### src/rtl/temporizador_intervalos.sv
// Interval timer with a programmable base/extension/yellow duration table.
// Define TEMPORIZADOR_FAST_SIM_EN to drop the prescaler (one "second" per clock).
module temporizador_intervalos #(
   parameter int unsigned DIV    = 50_000_000,
   parameter logic [3:0]  T_BASE = 4'd6,
   parameter logic [3:0]  T_EXT  = 4'd3,
   parameter logic [3:0]  T_YEL  = 4'd2
) (
   input  logic       clk,
   input  logic       reset,
   input  logic       start_timer,
   input  logic [1:0] intervalo,
   input  logic       prog_we,
   input  logic [1:0] prog_sel,
   input  logic [3:0] prog_value,
   output logic       time_expired,
   output logic [3:0] tiempo_restante,
   output logic       reprogramSincronico
);

   typedef enum logic [1:0] {IDLE, RUN, DONE} state_t;

   state_t     state_q, state_d;
   logic       start_prev_q;
   logic [3:0] count_q, count_d;
   logic [3:0] tr_q, tr_d;
   logic       te_q, te_d;
   logic       rp_q, rp_d;
   logic [3:0] base_q, base_d, ext_q, ext_d, yel_q, yel_d;
   logic       tick;

`ifdef TEMPORIZADOR_FAST_SIM_EN
   assign tick = 1'b1;
`else
   localparam int unsigned PW = $clog2(DIV);
   logic [PW-1:0] presc_q, presc_d;

   assign tick = (presc_q == PW'(DIV - 1));

   // Held at zero outside RUN, so every run starts from a cleared prescaler.
   always_comb begin
      presc_d = '0;
      if (state_q == RUN)
         presc_d = tick ? '0 : presc_q + PW'(1);
   end

   always_ff @(posedge clk or posedge reset) begin
      if (reset) presc_q <= '0;
      else       presc_q <= presc_d;
   end
`endif

   logic       wr, rise;
   logic [3:0] wval, sel_dur;

   assign wr   = prog_we & (prog_sel != 2'b11);
   assign rise = start_timer & ~start_prev_q;
   assign wval = (prog_value == 4'd0) ? 4'd1 : prog_value;

   always_comb begin
      case (intervalo)
         2'b01:   sel_dur = ext_q;
         2'b10:   sel_dur = yel_q;
         default: sel_dur = base_q;
      endcase
   end

   always_comb begin
      state_d = state_q;
      count_d = count_q;
      base_d  = base_q;
      ext_d   = ext_q;
      yel_d   = yel_q;
      rp_d    = wr;
      if (wr) begin
         // A table write overrides any run or rise on the same edge.
         state_d = IDLE;
         count_d = '0;
         case (prog_sel)
            2'b00:   base_d = wval;
            2'b01:   ext_d  = wval;
            default: yel_d  = wval;
         endcase
      end else begin
         case (state_q)
            IDLE: begin
               if (rise) begin
                  count_d = sel_dur;
                  state_d = RUN;
               end
            end
            RUN: begin
               if (!start_timer)
                  state_d = IDLE;
               else if (tick) begin
                  if (count_q == 4'd1) state_d = DONE;
                  else                 count_d = count_q - 4'd1;
               end
            end
            DONE: begin
               if (!start_timer) state_d = IDLE;
            end
            default: state_d = IDLE;
         endcase
      end
      te_d = (state_d == DONE);
      tr_d = (state_d == RUN) ? count_d : '0;
   end

   always_ff @(posedge clk or posedge reset) begin
      if (reset) begin
         state_q      <= IDLE;
         start_prev_q <= 1'b0;
         count_q      <= '0;
         tr_q         <= '0;
         te_q         <= 1'b0;
         rp_q         <= 1'b0;
         base_q       <= T_BASE;
         ext_q        <= T_EXT;
         yel_q        <= T_YEL;
      end else begin
         state_q      <= state_d;
         start_prev_q <= start_timer;
         count_q      <= count_d;
         tr_q         <= tr_d;
         te_q         <= te_d;
         rp_q         <= rp_d;
         base_q       <= base_d;
         ext_q        <= ext_d;
         yel_q        <= yel_d;
      end
   end

   assign time_expired        = te_q;
   assign tiempo_restante     = tr_q;
   assign reprogramSincronico = rp_q;

endmodule

### config.mk
export PLATFORM = sky130hd
export DESIGN_NAME = temporizador_intervalos
export DESIGN_NICKNAME = d
export VERILOG_FILES = /design/src/rtl/temporizador_intervalos.sv
export SDC_FILE = /design/constraint.sdc
export NUM_CORES = 1
export LEC_CHECK = 0
export ABC_AREA = 1
export BUFFER_PORTS_ARGS = -buffer_cell sky130_fd_sc_hd__clkbuf_2
export CELL_PAD_IN_SITES_DETAIL_PLACEMENT = 2
export CELL_PAD_IN_SITES_GLOBAL_PLACEMENT = 2
export CORE_ASPECT_RATIO = 0.75
export CORE_MARGIN = 5
export CORE_UTILIZATION = 40
export CTS_BUF_LIST = sky130_fd_sc_hd__clkbuf_4
export CTS_CLUSTER_SIZE = 20
export DETAILED_ROUTE_END_ITERATION = 8
export PLACE_DENSITY = 0.95
export RECOVER_POWER = 50
export SYNTH_ARGS = -nofsm -noshare
export SYNTH_HDL_FRONTEND = slang
export SYNTH_SLANG_ARGS = --single-unit
### constraint.sdc
create_clock -name clk -period 3.85 [get_ports clk]
set_input_delay 0.1925 -clock clk [delete_from_list [all_inputs] [get_ports clk]]
set_output_delay 0.1925 -clock clk [all_outputs]
set_load 0.1 [all_outputs]
==> impl_metrics.csv <==
group,metric,value,unit
outcome,status,"finished clean",
timing,final.setup.tns,0,ns
pwr,swShare,0.298,
worst_hold_path,hold_start,"prog_value[2]",
route,vias_per_cell,5.38,
worst_setup_path,worstSetupStartpointType,"flip-flop",
worst_setup_path,ff2ff_path_depth,7,
finish,fillCellCount,898,
pwr,combinationalPowerShare,0.139,
route,wl_per_cell,19.9,µm
synth,synth_warnings,0,
route,wl_met1,4.75,mm
timing,rsz0062_at_grt,"no",
clocking,cts_tree,"yes",
route,drt-total-wl,10.1,mm
clocking,postCtsSetupBuffers,0,
route,route.detailed.drc,0,
synth,synth.distinct_cells,35,
worst_setup_path,critPathCaptureType,"flip-flop",
clocking,cts_resized,0,
route,drtAntennaViolNets,0,
synth,synth-seq-cells,51,
worst_setup_path,rrSetupSlack,1.53,ns
clocking,path_clk_slew,0.17,ns
floorplan,core_area,7230,µm²
placed_design,gp_congestion,0.901,
finish,final_cell_mix,"nand2_1, nor2_1, inv_1, dfrtp_1, nand3_1",
route,first_pass_iters,4,
clocking,cts_root_buf,"clkbuf_4",
worst_setup_path,reg2reg_from,"state_q[1]",
placed_design,port_buffers,17,
floorplan,die_x,109,µm
finish,drive_above_1_share,0.130,
grt,grt_use_total,0.239,
worst_setup_path,critPathRequiredTime,4.15,ns
pwr,seqPwrFrac,0.556,
route,routed-wl-met3,361,µm
floorplan,initial_core_util,0.406,
clocking,htree_num_levels,2,
floorplan,io_pins,18,
timing,drv_slew,0,
timing,tightest_slew,0.680,ns
synth,syn_nets,402,
route,vias,2746,
timing,relSlewSlack,0.546,
route,drtIter0Drc,116,
worst_hold_path,worstHoldEndpoint,"base_q[2]",
timing,post-route-period-util,0.602,
timing,finalClockSkew,0.0202,ns
clocking,numCtsBuffers,5,
route,wl_met2,4.90,mm
clocking,clk_latency,0.39,ns
finish,layout_commonest_cell,"nand2_1",
finish,areaGrowthSynthToFinish,10.2,%
synth,netlist_instances,385,
grt,grt-ovfl-total,0,
placed_design,post-place-ws,1.58,ns
clocking,cts.path.max_buffers,2,
pwr,power.internal,0.000748,W
floorplan,die_area,9160,µm²
pwr,peakVddDrop,0.140,mV
route,topRoutingLayerUsed,"met4",
job,drv_cap,0,
floorplan,die_h,84.1,µm
finish,antennaDiodeCount,0,
pwr,switchingPower,0.000318,W
worst_setup_path,worst_r2r_endpoint,"tiempo_restante[0]",
pwr,clockPowerShare,0.305,
worst_setup_path,crit_fanout,17,
timing,timing.fmax,432,MHz
finish,nets,425,
synth,yosysSeqAreaShare,0.437,
worst_hold_path,whs_path_depth,3,
synth,syn_area,2930,µm²
pwr,powerDensity,330,nW/µm²
clocking,hold_buffers,2,
floorplan,num_rows,27,
grt,grt_pass1_vias,3098,
timing,hold_viol_final,0,
synth,syn_area_per_cell,7.61,µm²
placed_design,hpwl,7.80,mm
grt,grt_pass1_wl,16.8,mm
timing,post-route-min-period,2.32,ns
timing,timing.hold.ws,0.0972,ns
grt,grt_max_degree,52,
grt,antenna_found_initial,0,
worst_setup_path,crit_arrival,2.62,ns
worst_setup_path,critPathKind,"reg -> reg",
timing,setup-violations-final,0,
timing,fin_ws,1.53,ns
clocking,cts.sinks,51,
pwr,cellLeakagePower,1.46,nW
worst_hold_path,hold_path_class,"in -> reg",
-- worst max-delay path, cell delays in order (launching register included) --
cell and delay (ns):
dfrtp_1 0.48, nor2_1 0.32, clkinv_1 0.53, nor2_1 0.24
o21ai_0 0.14, o21ai_0 0.10, nand2_1 0.17, nor2_1 0.25
-- power by group through the flow --
stage	logic, W	registers, W	clock network (W)
finish	0.000148	0.000592	0.000325
global route	0.000167	0.000596	0.000363
CTS	0.000151	0.000594	0.000337
detailed placement	0.000149	0.000604	0
global placement	0.000135	0.000601	0
floorplan	0.0000851	0.000613	0
-- layer usage --
metal | track usage | vias to the layer above
met2 | 0.398 | 48
met1 | 0.329 | 1397
met5 | 0 | -
met4 | 0.0505 | 0
met3 | 0.0354 | 11
li1 | - | 1290
-- through the flow --
| step | total power [W] | cells | util | instance area (µm²) |
|---|---|---|---|---|
| 2_1_floorplan | 0.000698 | 385 | - | 2930 |
| 3_3_place_gp | 0.000737 | 500 | 0.433 | 3130 |
| 3_5_place_dp | 0.000753 | 500 | 0.433 | 3130 |
| 4_1_cts | 0.00108 | 510 | 0.447 | 3230 |
| 5_1_grt | 0.00113 | 510 | 0.447 | 3230 |
| 6_report | 0.00107 | 510 | 0.447 | 3230 |
-- layout make-up --
class | instances | area [µm²] | area share
clock buffers | 5 | 37.5 | 0.0116
clock inverters | 3 | 43.8 | 0.0136
inverters | 58 | 218 | 0.0674
multi-input cells | 272 | 1410 | 0.437
flip-flops and latches | 51 | 1280 | 0.397
well taps | 101 | 126 | 0.0391
repair buffers | 20 | 110 | 0.0341
-- synth_stat cells --
library cell / number / area, µm²
a21oi_1: 13 / 65.1
buf_2: 3 / 15.0
nor2_8: 1 / 20.0
nor3b_1: 1 / 7.51
nor2_1: 59 / 221
and3_1: 1 / 6.26
o21ai_1: 1 / 5.00
nor3_1: 13 / 65.1
nor3b_2: 1 / 12.5
or2_2: 1 / 6.26
nand2_1: 79 / 297
nand3_2: 2 / 20.0
nand3b_1: 1 / 7.51
nor2_4: 1 / 11.3
o21ai_0: 20 / 100
dfstp_2: 5 / 131
nor3_2: 7 / 70.1
clkbuf_1: 1 / 3.75
dfrtp_1: 46 / 1150
nand4_1: 11 / 68.8
nor4_1: 5 / 31.3
nand2_2: 3 / 18.8
nand3_1: 23 / 115
nor2_2: 3 / 18.8
nand4_4: 1 / 21.3
clkinv_1: 1 / 3.75
ha_1: 5 / 62.6
o211ai_1: 4 / 30.0
a211oi_1: 1 / 7.51
xor2_1: 10 / 87.6
or2_0: 1 / 6.26
inv_1: 50 / 188
a31oi_1: 2 / 12.5
inv_2: 7 / 26.3
a221oi_1: 2 / 17.5
-- state kept, by name, indices dropped and copies added (netlist names) --
name / cells
time_expired: 1
count_q: 4
tiempo_restante: 4
reprogramSincronico: 1
yel_q: 4
presc_q: 26
state_q: 2
base_q: 4
start_prev_q: 1
ext_q: 4
-- worst max path at each step --
stage	from	endpoint	slack [ns]
floorplan	presc_q[0]	tiempo_restante[0]	2.28
global placement	state_q[1]	tiempo_restante[2]	2.01
detailed placement	state_q[1]	tiempo_restante[0]	1.58
CTS	state_q[1]	tiempo_restante[3]	1.57
global route	state_q[1]	tiempo_restante[3]	1.39
finish	state_q[1]	tiempo_restante[0]	1.53
-- logic make-up (layout without fill, tap and decap cells) --
kind of cell               count (synthesis)  in the layout  synth area share
and+or+nand+nor                          214            214             0.350
buffers and inverters                     62             86            0.0807
DFF                                       51             51             0.437
AOI/OAI and AO/OA                         43             43            0.0811
xor gates and xnor gates                  10             10            0.0299
adders and majority gates                  5              5            0.0213
Power figures use the tool's default switching activity.
